**config.mk**
```make
export PLATFORM = sky130hd
export DESIGN_NAME = bcd_time_counter
export DESIGN_NICKNAME = d
export VERILOG_FILES = /design/src/rtl/clock_pkg.sv /design/src/rtl/tick_gen.sv /design/src/rtl/bcd_time_counter.sv
export SDC_FILE = /design/constraint.sdc
export NUM_CORES = 1
export LEC_CHECK = 0
export BUFFER_PORTS_ARGS = -buffer_cell sky130_fd_sc_hd__buf_2
export CAP_MARGIN = 20
export CORE_ASPECT_RATIO = 0.9
export CORE_MARGIN = 8
export CORE_UTILIZATION = 55
export DETAILED_ROUTE_END_ITERATION = 10
export PLACE_DENSITY = 0.74
export SYNTH_ARGS = -nofsm -noshare
export SYNTH_HDL_FRONTEND = slang
export SYNTH_SLANG_ARGS = --single-unit
```
**constraint.sdc**
```tcl
create_clock -name clk -period 2.4 [get_ports clk]
set_clock_uncertainty 0.1 [all_clocks]
set_input_delay 0.48 -clock clk [delete_from_list [all_inputs] [get_ports clk]]
set_output_delay 0.48 -clock clk [all_outputs]
set_load 0.05 [all_outputs]
```
**src/rtl/clock_pkg.sv**
```systemverilog
// ============================================================================
// Module      : clock_pkg
// Description : Shared BCD types, limits and increment helpers for the
//               bcd_time_counter timekeeping core.
// Revision    : 1.0 - initial release
// ============================================================================
`default_nettype none

package clock_pkg;

    typedef logic [3:0] bcd_t;

    typedef struct packed {
        logic carry;
        bcd_t tens;
        bcd_t ones;
    } bcd_pair_t;

    localparam int SEC_MAX_TENS = 5;
    localparam int MIN_MAX_TENS = 5;
    localparam int HR24_MAX     = 23;
    localparam int HR12_MIN     = 1;
    localparam int HR12_MAX     = 12;

    // Two-digit x9 counter rolling over after {max_tens,9}; carry flags the rollover.
    function automatic bcd_pair_t inc_bcd60(input bcd_t tens, input bcd_t ones, input int max_tens);
        bcd_pair_t r;
        r = '{carry: 1'b0, tens: tens, ones: ones + 4'd1};
        if (ones == 4'd9) begin
            r.ones = 4'd0;
            if (tens == bcd_t'(max_tens)) begin
                r.tens  = 4'd0;
                r.carry = 1'b1;
            end else begin
                r.tens = tens + 4'd1;
            end
        end
        return r;
    endfunction

    function automatic bcd_pair_t inc_hr24(input bcd_t tens, input bcd_t ones);
        bcd_pair_t r;
        r = '{carry: 1'b0, tens: tens, ones: ones + 4'd1};
        if (tens == bcd_t'(HR24_MAX / 10) && ones == bcd_t'(HR24_MAX % 10)) begin
            r = '{carry: 1'b1, tens: 4'd0, ones: 4'd0};
        end else if (ones == 4'd9) begin
            r.tens = tens + 4'd1;
            r.ones = 4'd0;
        end
        return r;
    endfunction

    // Carry here marks the 11 -> 12 step, where the meridiem flips.
    function automatic bcd_pair_t inc_hr12(input bcd_t tens, input bcd_t ones);
        bcd_pair_t r;
        r = '{carry: 1'b0, tens: tens, ones: ones + 4'd1};
        if (tens == bcd_t'(HR12_MAX / 10) && ones == bcd_t'(HR12_MAX % 10)) begin
            r.tens = bcd_t'(HR12_MIN / 10);
            r.ones = bcd_t'(HR12_MIN % 10);
        end else if (tens == bcd_t'((HR12_MAX - 1) / 10) && ones == bcd_t'((HR12_MAX - 1) % 10)) begin
            r.carry = 1'b1;
        end else if (ones == 4'd9) begin
            r.tens = tens + 4'd1;
            r.ones = 4'd0;
        end
        return r;
    endfunction

endpackage

`default_nettype wire

```
**src/rtl/tick_gen.sv**
```systemverilog
// ============================================================================
// Module      : tick_gen
// Description : Prescaler producing a registered one-cycle tick every
//               CLK_FREQ_HZ enabled cycles, with synchronous clear.
// Revision    : 1.0 - initial release
// ============================================================================
`default_nettype none

module tick_gen #(
    parameter int CLK_FREQ_HZ = 100_000_000
) (
    input  logic clk,
    input  logic rst_n,
    input  logic run,
    input  logic clr,
    output logic sec_tick
);

    localparam int CW = (CLK_FREQ_HZ > 2) ? $clog2(CLK_FREQ_HZ) : 1;
    localparam logic [CW-1:0] c_term_count = CW'(CLK_FREQ_HZ - 1);

    logic [CW-1:0] r_count;
    logic          r_tick;

    always_ff @(posedge clk or negedge rst_n) begin
        if (!rst_n) begin
            r_count <= '0;
            r_tick  <= 1'b0;
        end else if (clr) begin
            r_count <= '0;
            r_tick  <= 1'b0;
        end else if (run) begin
            if (r_count == c_term_count) begin
                r_count <= '0;
                r_tick  <= 1'b1;
            end else begin
                r_count <= r_count + CW'(1);
                r_tick  <= 1'b0;
            end
        end else begin
            r_tick <= 1'b0;
        end
    end

    assign sec_tick = r_tick;

endmodule

`default_nettype wire

```
**src/rtl/bcd_time_counter.sv**
```systemverilog
// ============================================================================
// Module      : bcd_time_counter
// Description : HH:MM:SS BCD timekeeper with minute/hour set pulses.
//               Define HR12_MODE_EN for 12-hour display with pm output.
// Revision    : 1.0 - initial release
// ============================================================================
`default_nettype none

module bcd_time_counter
    import clock_pkg::*;
#(
    parameter int CLK_FREQ_HZ = 100_000_000
) (
    input  logic       clk,
    input  logic       rst_n,
    input  logic       run,
    input  logic       set_min,
    input  logic       set_hr,
    output logic [3:0] sec_1s,
    output logic [3:0] sec_10s,
    output logic [3:0] min_1s,
    output logic [3:0] min_10s,
    output logic [3:0] hr_1s,
    output logic [3:0] hr_10s,
    output logic       sec_tick
`ifdef HR12_MODE_EN
    ,
    output logic       pm
`endif
);

`ifdef HR12_MODE_EN
    localparam bcd_t c_hr_rst_tens = bcd_t'(HR12_MAX / 10);
    localparam bcd_t c_hr_rst_ones = bcd_t'(HR12_MAX % 10);
`else
    localparam bcd_t c_hr_rst_tens = 4'd0;
    localparam bcd_t c_hr_rst_ones = 4'd0;
`endif

    bcd_t      r_sec_1s, r_sec_10s, r_min_1s, r_min_10s, r_hr_1s, r_hr_10s;
    logic      r_pm;
    logic      w_set;
    logic      w_tick;
    bcd_pair_t w_sec_inc, w_min_inc, w_hr_inc;

    assign w_set = set_min | set_hr;

    tick_gen #(
        .CLK_FREQ_HZ (CLK_FREQ_HZ)
    ) u_tick_gen (
        .clk      (clk),
        .rst_n    (rst_n),
        .run      (run),
        .clr      (w_set),
        .sec_tick (w_tick)
    );

    assign w_sec_inc = inc_bcd60(r_sec_10s, r_sec_1s, SEC_MAX_TENS);
    assign w_min_inc = inc_bcd60(r_min_10s, r_min_1s, MIN_MAX_TENS);
`ifdef HR12_MODE_EN
    assign w_hr_inc  = inc_hr12(r_hr_10s, r_hr_1s);
`else
    assign w_hr_inc  = inc_hr24(r_hr_10s, r_hr_1s);
`endif

    // A set pulse overrides any pending tick so the cascade never double-steps.
    always_ff @(posedge clk or negedge rst_n) begin
        if (!rst_n) begin
            r_sec_1s  <= 4'd0;
            r_sec_10s <= 4'd0;
            r_min_1s  <= 4'd0;
            r_min_10s <= 4'd0;
            r_hr_1s   <= c_hr_rst_ones;
            r_hr_10s  <= c_hr_rst_tens;
            r_pm      <= 1'b0;
        end else if (w_set) begin
            r_sec_1s  <= 4'd0;
            r_sec_10s <= 4'd0;
            if (set_min) begin
                r_min_1s  <= w_min_inc.ones;
                r_min_10s <= w_min_inc.tens;
            end
            if (set_hr) begin
                r_hr_1s  <= w_hr_inc.ones;
                r_hr_10s <= w_hr_inc.tens;
                r_pm     <= r_pm ^ w_hr_inc.carry;
            end
        end else if (w_tick) begin
            r_sec_1s  <= w_sec_inc.ones;
            r_sec_10s <= w_sec_inc.tens;
            if (w_sec_inc.carry) begin
                r_min_1s  <= w_min_inc.ones;
                r_min_10s <= w_min_inc.tens;
                if (w_min_inc.carry) begin
                    r_hr_1s  <= w_hr_inc.ones;
                    r_hr_10s <= w_hr_inc.tens;
                    r_pm     <= r_pm ^ w_hr_inc.carry;
                end
            end
        end
    end

    assign sec_1s   = r_sec_1s;
    assign sec_10s  = r_sec_10s;
    assign min_1s   = r_min_1s;
    assign min_10s  = r_min_10s;
    assign hr_1s    = r_hr_1s;
    assign hr_10s   = r_hr_10s;
    assign sec_tick = w_tick;
`ifdef HR12_MODE_EN
    assign pm       = r_pm;
`else
    logic w_unused;
    assign w_unused = r_pm;
`endif

endmodule

`default_nettype wire

```
==> impl_metrics.csv, run 1 <==
group,metric,value,unit
status,status,"complete, no violations",
power,p_leak,1.41,nW
place,dp_hpwl,4590,µm
yosys,synth-xor-area-share,3.79,%
sta,rsz0062_at_grt,"false",
worst_setup_path,path_class,"reg2reg",
yosys,synthFlopType,"dfrtp_1",
yosys,synth-seq-area-share,43.3,%
sta,period_needed,2.26,ns
final_layout,multi_input_area,1570,µm²
grt,grt_first_pass_wirelength,11100,µm
yosys,synth_area,3000,µm²
die,dieHeight,86.1,µm
die,rows,25,
clock_tree,clock_latency,0.30,ns
place,pre_cts_slack,0.168,ns
clock_tree,cts_tree,"done",
yosys,synth_fp_nets,337,
power,p_per_area,798,nW/µm²
worst_setup_path,path_max_fanout,17,
die,start_util,57.1,%
yosys,ys_ff_latch,52,
clock_tree,htreeDepth,2,
yosys,synth-edff-count,0,
grt,grt_max_degree,29,
yosys,synthCells,323,
power,peakVddDrop,0.000891,V
flow_run,maxCapViolations,0,
drt,vias,2508,
grt,grt_pass1_vias,2382,
yosys,syn_area_per_cell,9.30,µm²
sta,max_freq,442,MHz
drt,dr.pass1.iters,4,
grt,grt_overflow_total,0,
sta,hold_violations,0,
clock_tree,cts_num_sinks,52,
yosys,synth_top_family_by_area,"simple AND/OR/NAND/NOR gates",
drt,via_per_inst,5.96,
sta,setup_ws,0.136,ns
die,die_area,8080,µm²
clock_tree,clkSlewWorstSetupHoldPaths,0.09,ns
sta,setup_viol,0,
yosys,ys_async_sr_fraction,100,%
worst_setup_path,critical_path_required,2.49,ns
final_layout,n_fill_cell,447,
final_layout,seq_area,1300,µm²
die,die_x,93.9,µm
grt,antenna_found_initial,0,
final_layout,fin_nets,367,
final_layout,area_delta_synth_final,10.5,%
place,gp_congestion,0.820,
yosys,synthSimpleGateAreaFrac,29.3,%
sta,tightest_slew,0.592,ns
yosys,synth-compound-area-share,14.6,%
clock_tree,clk_path_buf_depth,2,
final_layout,antenna_cells,0,
worst_setup_path,end_kind,"flip-flop",
sta,slew_headroom,60.5,%
yosys,yosys-mux-area-fraction,0.750,%
place,io_buffers,29,
worst_setup_path,startpoint_type,"flip-flop",
die,ios,30,
yosys,synth.distinct_cells,57,
clock_tree,cts-root-buf,"clkbuf_8",
clock_tree,cts-resized-gates,0,
clock_tree,numCtsBuffers,5,
grt,track_usage,16.8,%
clock_tree,cts_hold_buf,0,
worst_setup_path,critPathArrivalTime,2.35,ns
drt,routed_wl,6480,µm
clock_tree,postCtsSetupRepairBufs,0,
drt,detail-route-antenna-nets,0,
yosys,yosys.area_share.adder,3.75,%
drt,drtIter0Drc,153,
die,core_area,5260,µm²
final_layout,drive_gt1_share,17.8,%
yosys,yosys_warnings,0,
min_path,hold_path.class,"in2async",
sta,final_max_slew_viol_count,0,
sta,setup_tns,0,ns
drt,wl_per_cell,15.4,µm
drt,drc,0,
sta,min_period_over_period,94.3,%
## per-stage QoR
stage               hold WS (ns)  instance area (µm²)  utilization (%)  instances  power, mW
global placement           0.371                 3210             61.1        413       2.05
floorplan                 0.0844                 3000                -        323       1.84
detailed placement         0.405                 3210             61.1        413       2.08
global route               0.107                 3320             63.2        421       2.78
finish                    0.0660                 3320             63.2        421       2.65
CTS                       0.0838                 3320             63.2        421       2.67
## layer usage
metal | track usage (%) | vias up | part of all wire, %
li1 | - | 1233 | -
met1 | 22.3 | 1206 | 48
met2 | 26.8 | 61 | 46
met3 | 3.05 | 8 | 4.6
met4 | 5.32 | 0 | 1.1
met5 | 0 | - | 0
## path summary, 6_finish.rpt
check / startpoint / end / slack (ns) / cells past startpoint
min: rst_n / min_10s[0]$_DFFE_PN0P_ / 0.07 / 1
max reg2reg: u_tick_gen.r_count[17]$_DFFE_PN0P_ / u_tick_gen.r_count[26]$_DFFE_PN0P_ / 0.14 / 5
min in group clk: set_min / u_tick_gen.r_count[13]$_DFFE_PN0P_ / 0.38 / 4
max: u_tick_gen.r_count[17]$_DFFE_PN0P_ / u_tick_gen.r_count[26]$_DFFE_PN0P_ / 0.14 / 5
min reg2reg: min_10s[0]$_DFFE_PN0P_ / min_10s[0]$_DFFE_PN0P_ / 0.41 / 1
max in group asynchronous: rst_n / hr_1s[2]$_DFFE_PN0P_ / 1.58 / 2
## final cells by class
type                    count  area share (%)
clock buffers               6            2.19
well taps                  67            2.53
clock inverters             2            1.06
multi-input cells         246            47.2
flip-flops and latches     52            39.2
repair buffers             37            6.56
inverters                  11            1.24
## cells in the mapped netlist (2+ instances only)
| library cell | n | area (µm²) |
|---|---|---|
| a22oi_1 | 2 | 15.0 |
| nor4_2 | 3 | 37.5 |
| clkbuf_1 | 7 | 26.3 |
| a31oi_1 | 8 | 50.1 |
| o21ai_0 | 14 | 70.1 |
| inv_1 | 11 | 41.3 |
| nor3_1 | 13 | 65.1 |
| nor4_4 | 2 | 42.5 |
| buf_2 | 2 | 10.0 |
| and3_1 | 5 | 31.3 |
| xor2_1 | 6 | 52.6 |
| a22o_1 | 2 | 17.5 |
| a21o_1 | 3 | 22.5 |
| or3b_2 | 2 | 17.5 |
| mux2_2 | 2 | 22.5 |
| nand3b_1 | 4 | 30.0 |
| or2_2 | 3 | 18.8 |
| nand2b_1 | 2 | 12.5 |
| nand2_1 | 30 | 113 |
| nand4b_1 | 2 | 17.5 |
| or2b_1 | 2 | 15.0 |
| nor2b_1 | 4 | 25.0 |
| buf_6 | 5 | 56.3 |
| nand4_2 | 2 | 25.0 |
| nor2_1 | 29 | 109 |
| nand3_1 | 21 | 105 |
| a21oi_1 | 23 | 115 |
| xnor2_1 | 7 | 61.3 |
| or4b_1 | 2 | 20.0 |
| ha_1 | 9 | 113 |
| a311oi_1 | 2 | 17.5 |
| or3_1 | 3 | 18.8 |
| a211oi_1 | 2 | 15.0 |
| and2_1 | 2 | 12.5 |
| o211ai_1 | 3 | 22.5 |
| nand4_1 | 7 | 43.8 |
| nor4b_1 | 3 | 26.3 |
| dfrtp_1 | 52 | 1300 |
| or4_1 | 4 | 30.0 |
## flip-flops by register name, indices dropped and copies added, names as in the netlist
signal / count
min_1s: 4
sec_1s: 4
hr_10s: 4
hr_1s: 4
sec_10s: 4
u_tick_gen.sec_tick: 1
min_10s: 4
u_tick_gen.r_count: 27
## logic make-up (layout without fill, tap and decap cells)
group,count (synthesis),after routing
flip-flops,52,52
XOR/XNOR,13,13
adder cells (fa/ha/maj),9,9
AO/OA/AOI/OAI,70,70
multiplexers,2,2
buffers and inverters,25,56
AND/OR/NAND/NOR,152,152
## placed cells by master, fill, tap and decap left out, types with 2 or more instances in the layout
master | synthesis | layout
a21oi_1 | 23 | 23
or3_1 | 3 | 3
and2_1 | 2 | 2
inv_1 | 11 | 11
o211ai_1 | 3 | 3
nor2b_1 | 4 | 4
nand4b_1 | 2 | 2
or3b_2 | 2 | 2
nor4b_1 | 3 | 3
nor4_2 | 3 | 3
a21o_1 | 3 | 3
buf_4 | 0 | 7
a311oi_1 | 2 | 2
or4b_1 | 2 | 2
and3_1 | 5 | 5
a211oi_1 | 2 | 2
nand3_1 | 21 | 21
or2b_1 | 2 | 2
buf_2 | 2 | 29
a22oi_1 | 2 | 2
ha_1 | 9 | 9
nand2b_1 | 2 | 2
or2_2 | 3 | 3
nand2_1 | 30 | 30
clkbuf_8 | 0 | 5
a22o_1 | 2 | 2
or4_1 | 4 | 4
o21ai_0 | 14 | 14
nand4_2 | 2 | 2
nor3_1 | 13 | 13
mux2_2 | 2 | 2
xnor2_1 | 7 | 7
nor4_4 | 2 | 2
nand3b_1 | 4 | 4
dfrtp_1 | 52 | 52
a31oi_1 | 8 | 8
nand4_1 | 7 | 7
xor2_1 | 6 | 6
nor2_1 | 29 | 29
## worst max-delay path, stage by stage (launching register included)
cell     delay [ns]
dfrtp_1        0.44
or4_4          0.57
nor4_4         0.50
nand2_4        0.23
a31oi_1        0.22
a21oi_1        0.08
## power by group
group | internal (mW) | switching (mW) | total, mW | leakage (nW)
logic | 0.258 | 0.632 | 0.891 | 0.656
clock network | 0.310 | 0.284 | 0.594 | 0.0552
registers | 0.992 | 0.172 | 1.16 | 0.702
Power figures use the tool's default switching activity.
==> inputs of run 2 (changes only) <==
--- a/config.mk
+++ b/config.mk
@@ -6,11 +6,11 @@
 export NUM_CORES = 1
 export LEC_CHECK = 0
-export BUFFER_PORTS_ARGS = -buffer_cell sky130_fd_sc_hd__buf_2
 export CAP_MARGIN = 20
 export CORE_ASPECT_RATIO = 0.9
-export CORE_MARGIN = 8
+export CORE_MARGIN = 10
 export CORE_UTILIZATION = 55
 export DETAILED_ROUTE_END_ITERATION = 10
-export PLACE_DENSITY = 0.74
+export DONT_BUFFER_PORTS = 1
+export PLACE_DENSITY = 0.69
 export SYNTH_ARGS = -nofsm -noshare
 export SYNTH_HDL_FRONTEND = slang
==> constraint.sdc (replaced) <==
create_clock -name clk -period 2.4 [get_ports clk]
set_clock_uncertainty 0.1 [all_clocks]
set_input_delay 0.6 -clock clk [delete_from_list [all_inputs] [get_ports clk]]
set_output_delay 0.6 -clock clk [all_outputs]
set_load 0.05 [all_outputs]
==> impl_metrics.csv, run 2 (same netlist as run 1, synthesis figures left out) <==
group,metric,value,unit
status,status,"complete, no violations",
place,pre_cts_slack,0.137,ns
drt,via_per_inst,5.98,
clock_tree,postCtsSetupRepairBufs,0,
grt,grt_first_pass_wirelength,11100,µm
sta,rsz0062_at_grt,"false",
worst_setup_path,r2r_slack,0.17,ns
sta,setup_viol,0,
clock_tree,cts_num_sinks,52,
grt,use_met1,19.4,%
sta,period_needed,2.23,ns
grt,grt_use_met3,4.21,%
worst_setup_path,startpoint_type,"flip-flop",
worst_setup_path,worstReg2RegEnd,"u_tick_gen.r_count[26]$_DFFE_PN0P_",
drt,routed_wl,6490,µm
drt,vias,2469,
power,p_leak,1.38,nW
final_layout,area_delta_synth_final,10.5,%
die,core_area,5290,µm²
power,p_comb_share,38.8,%
grt,grt_overflow_total,0,
worst_setup_path,critical_path_required,2.47,ns
place,io_buffers,0,
power,net-switching-power,1.06,mW
power,p_clk_share,18.0,%
final_layout,n_fill_cell,456,
clock_tree,htreeDepth,2,
die,dieHeight,90.1,µm
final_layout,fin_nets,360,
sta,final_max_slew_viol_count,0,
worst_setup_path,path_class,"reg2reg",
drt,detail-route-antenna-nets,0,
final_layout,layout_common_cells,"52 x dfrtp_1, 30 x nand2_1, 29 x nor2_1, 29 x buf_4, 23 x a21oi_1",
final_layout,seq_area,1300,µm²
clock_tree,numCtsBuffers,5,
clock_tree,clkSlewWorstSetupHoldPaths,0.09,ns
worst_setup_path,critPathArrivalTime,2.30,ns
grt,track_usage,14.4,%
clock_tree,cts-root-buf,"clkbuf_8",
sta,hold_violations,0,
die,start_util,56.8,%
clock_tree,clk_path_buf_depth,2,
drt,wl_per_cell,15.7,µm
worst_setup_path,end_kind,"flip-flop",
sta,setup_tns,0,ns
power,p_int,1.51,mW
power,peakVddDrop,0.000816,V
grt,grt_max_degree,53,
clock_tree,cts_tree,"done",
drt,drc,0,
drt,dr.pass1.iters,4,
power,seq_power_share,43.2,%
sta,tightest_slew,0.678,ns
place,gp_congestion,0.843,
final_layout,multi_input_area,1570,µm²
die,rows,25,
worst_setup_path,rr_worst_depth,5,
grt,antenna_found_initial,0,
die,ios,30,
grt,grt_pass1_vias,2333,
clock_tree,clock_latency,0.29,ns
clock_tree,cts-resized-gates,0,
final_layout,fin_util,62.7,%
final_layout,final_common_cell,"dfrtp_1",
sta,slew_headroom,54.8,%
final_layout,antenna_cells,0,
worst_setup_path,path_max_fanout,17,
power,switching_share,41.2,%
final_layout,drive_gt1_share,15.9,%
grt,use_met2,22.5,%
power,p_per_area,773,nW/µm²
worst_setup_path,setup.worst_path.start,"u_tick_gen.r_count[10]$_DFFE_PN0P_",
sta,max_freq,449,MHz
sta,setup_ws,0.175,ns
place,dp_hpwl,4530,µm
die,die_x,97.9,µm
grt,grt_busiest_layer,"met2",
die,die_area,8820,µm²
worst_setup_path,crit_end,"u_tick_gen.r_count[26]$_DFFE_PN0P_",
worst_setup_path,timing.rr.start,"u_tick_gen.r_count[10]$_DFFE_PN0P_",
final_layout,regMostFlops,"u_tick_gen.r_count",
final_layout,largest_reg_flops,27,
drt,drtIter0Drc,130,
sta,min_period_over_period,92.7,%
flow_run,maxCapViolations,0,
min_path,hold_path.class,"in2async",
## run 2: changes by cell type in the layout (fill, tap and decap cells not counted), sizes merged
| cell | change |
|---|---|
| bufinv | -1 |
| buf | -7 |
## run 2: routing by layer
metal | share of wire (%) | vias up
li1 | - | 1218
met1 | 50 | 1189
met2 | 44 | 60
met3 | 5.5 | 2
met4 | 0.35 | 0
met5 | 0 | -
## run 2: worst max-delay path, stage by stage, from the launching register on
cell and delay (ns):
dfrtp_1 0.43, or3b_2 0.52, nor4_4 0.49, nand2_4 0.24, a31oi_1 0.24, a21oi_1 0.08
## run 2: area by class of cell
class                   count  share of cell area [%]
inverters                  11                    1.24
multi-input cells         246                    47.3
clock buffers               6                    2.19
flip-flops and latches     52                    39.2
repair buffers             30                    7.39
well taps                  67                    2.53
clock inverters             1                   0.151
## run 2: repair_timing
action                                  4_1_cts  5_1_grt
hold buffers                                  1        0
endpoints found under the hold margin        52        0
endpoints found under the setup margin        0        2
## run 2: power groups by stage
stage	logic, mW	clock network (mW)	registers (mW)
5_1_grt	1.07	0.513	1.13
2_1_floorplan	0.301	0	1.54
4_1_cts	1.00	0.485	1.11
3_3_place_gp	0.964	0	1.12
3_5_place_dp	0.974	0	1.13
6_report	0.995	0.462	1.11
## run 2: worst min path at each step
stage	cells past startpoint	endpoint	startpoint	slack (ns)
2_1_floorplan	0	hr_10s[0]$_DFFE_PN0P_	rst_n	0.20
3_3_place_gp	0	hr_1s[2]$_DFFE_PN0P_	rst_n	0.21
3_5_place_dp	0	hr_1s[2]$_DFFE_PN0P_	rst_n	0.21
4_1_cts	1	hr_1s[2]$_DFFE_PN0P_	rst_n	0.05
5_1_grt	1	hr_1s[1]$_DFFE_PN0P_	rst_n	0.05
6_report	1	hr_10s[2]$_DFFE_PN0P_	rst_n	0.05
## run 2: through the flow
step                cell area (µm²)  total power [mW]  cells  hold slack, ns
floorplan                      3000              1.84    323           0.204
global placement               3210              2.09    405           0.206
detailed placement             3210              2.10    405           0.206
CTS                            3320              2.59    413          0.0506
global route                   3320              2.71    413          0.0481
finish                         3320              2.56    413          0.0520
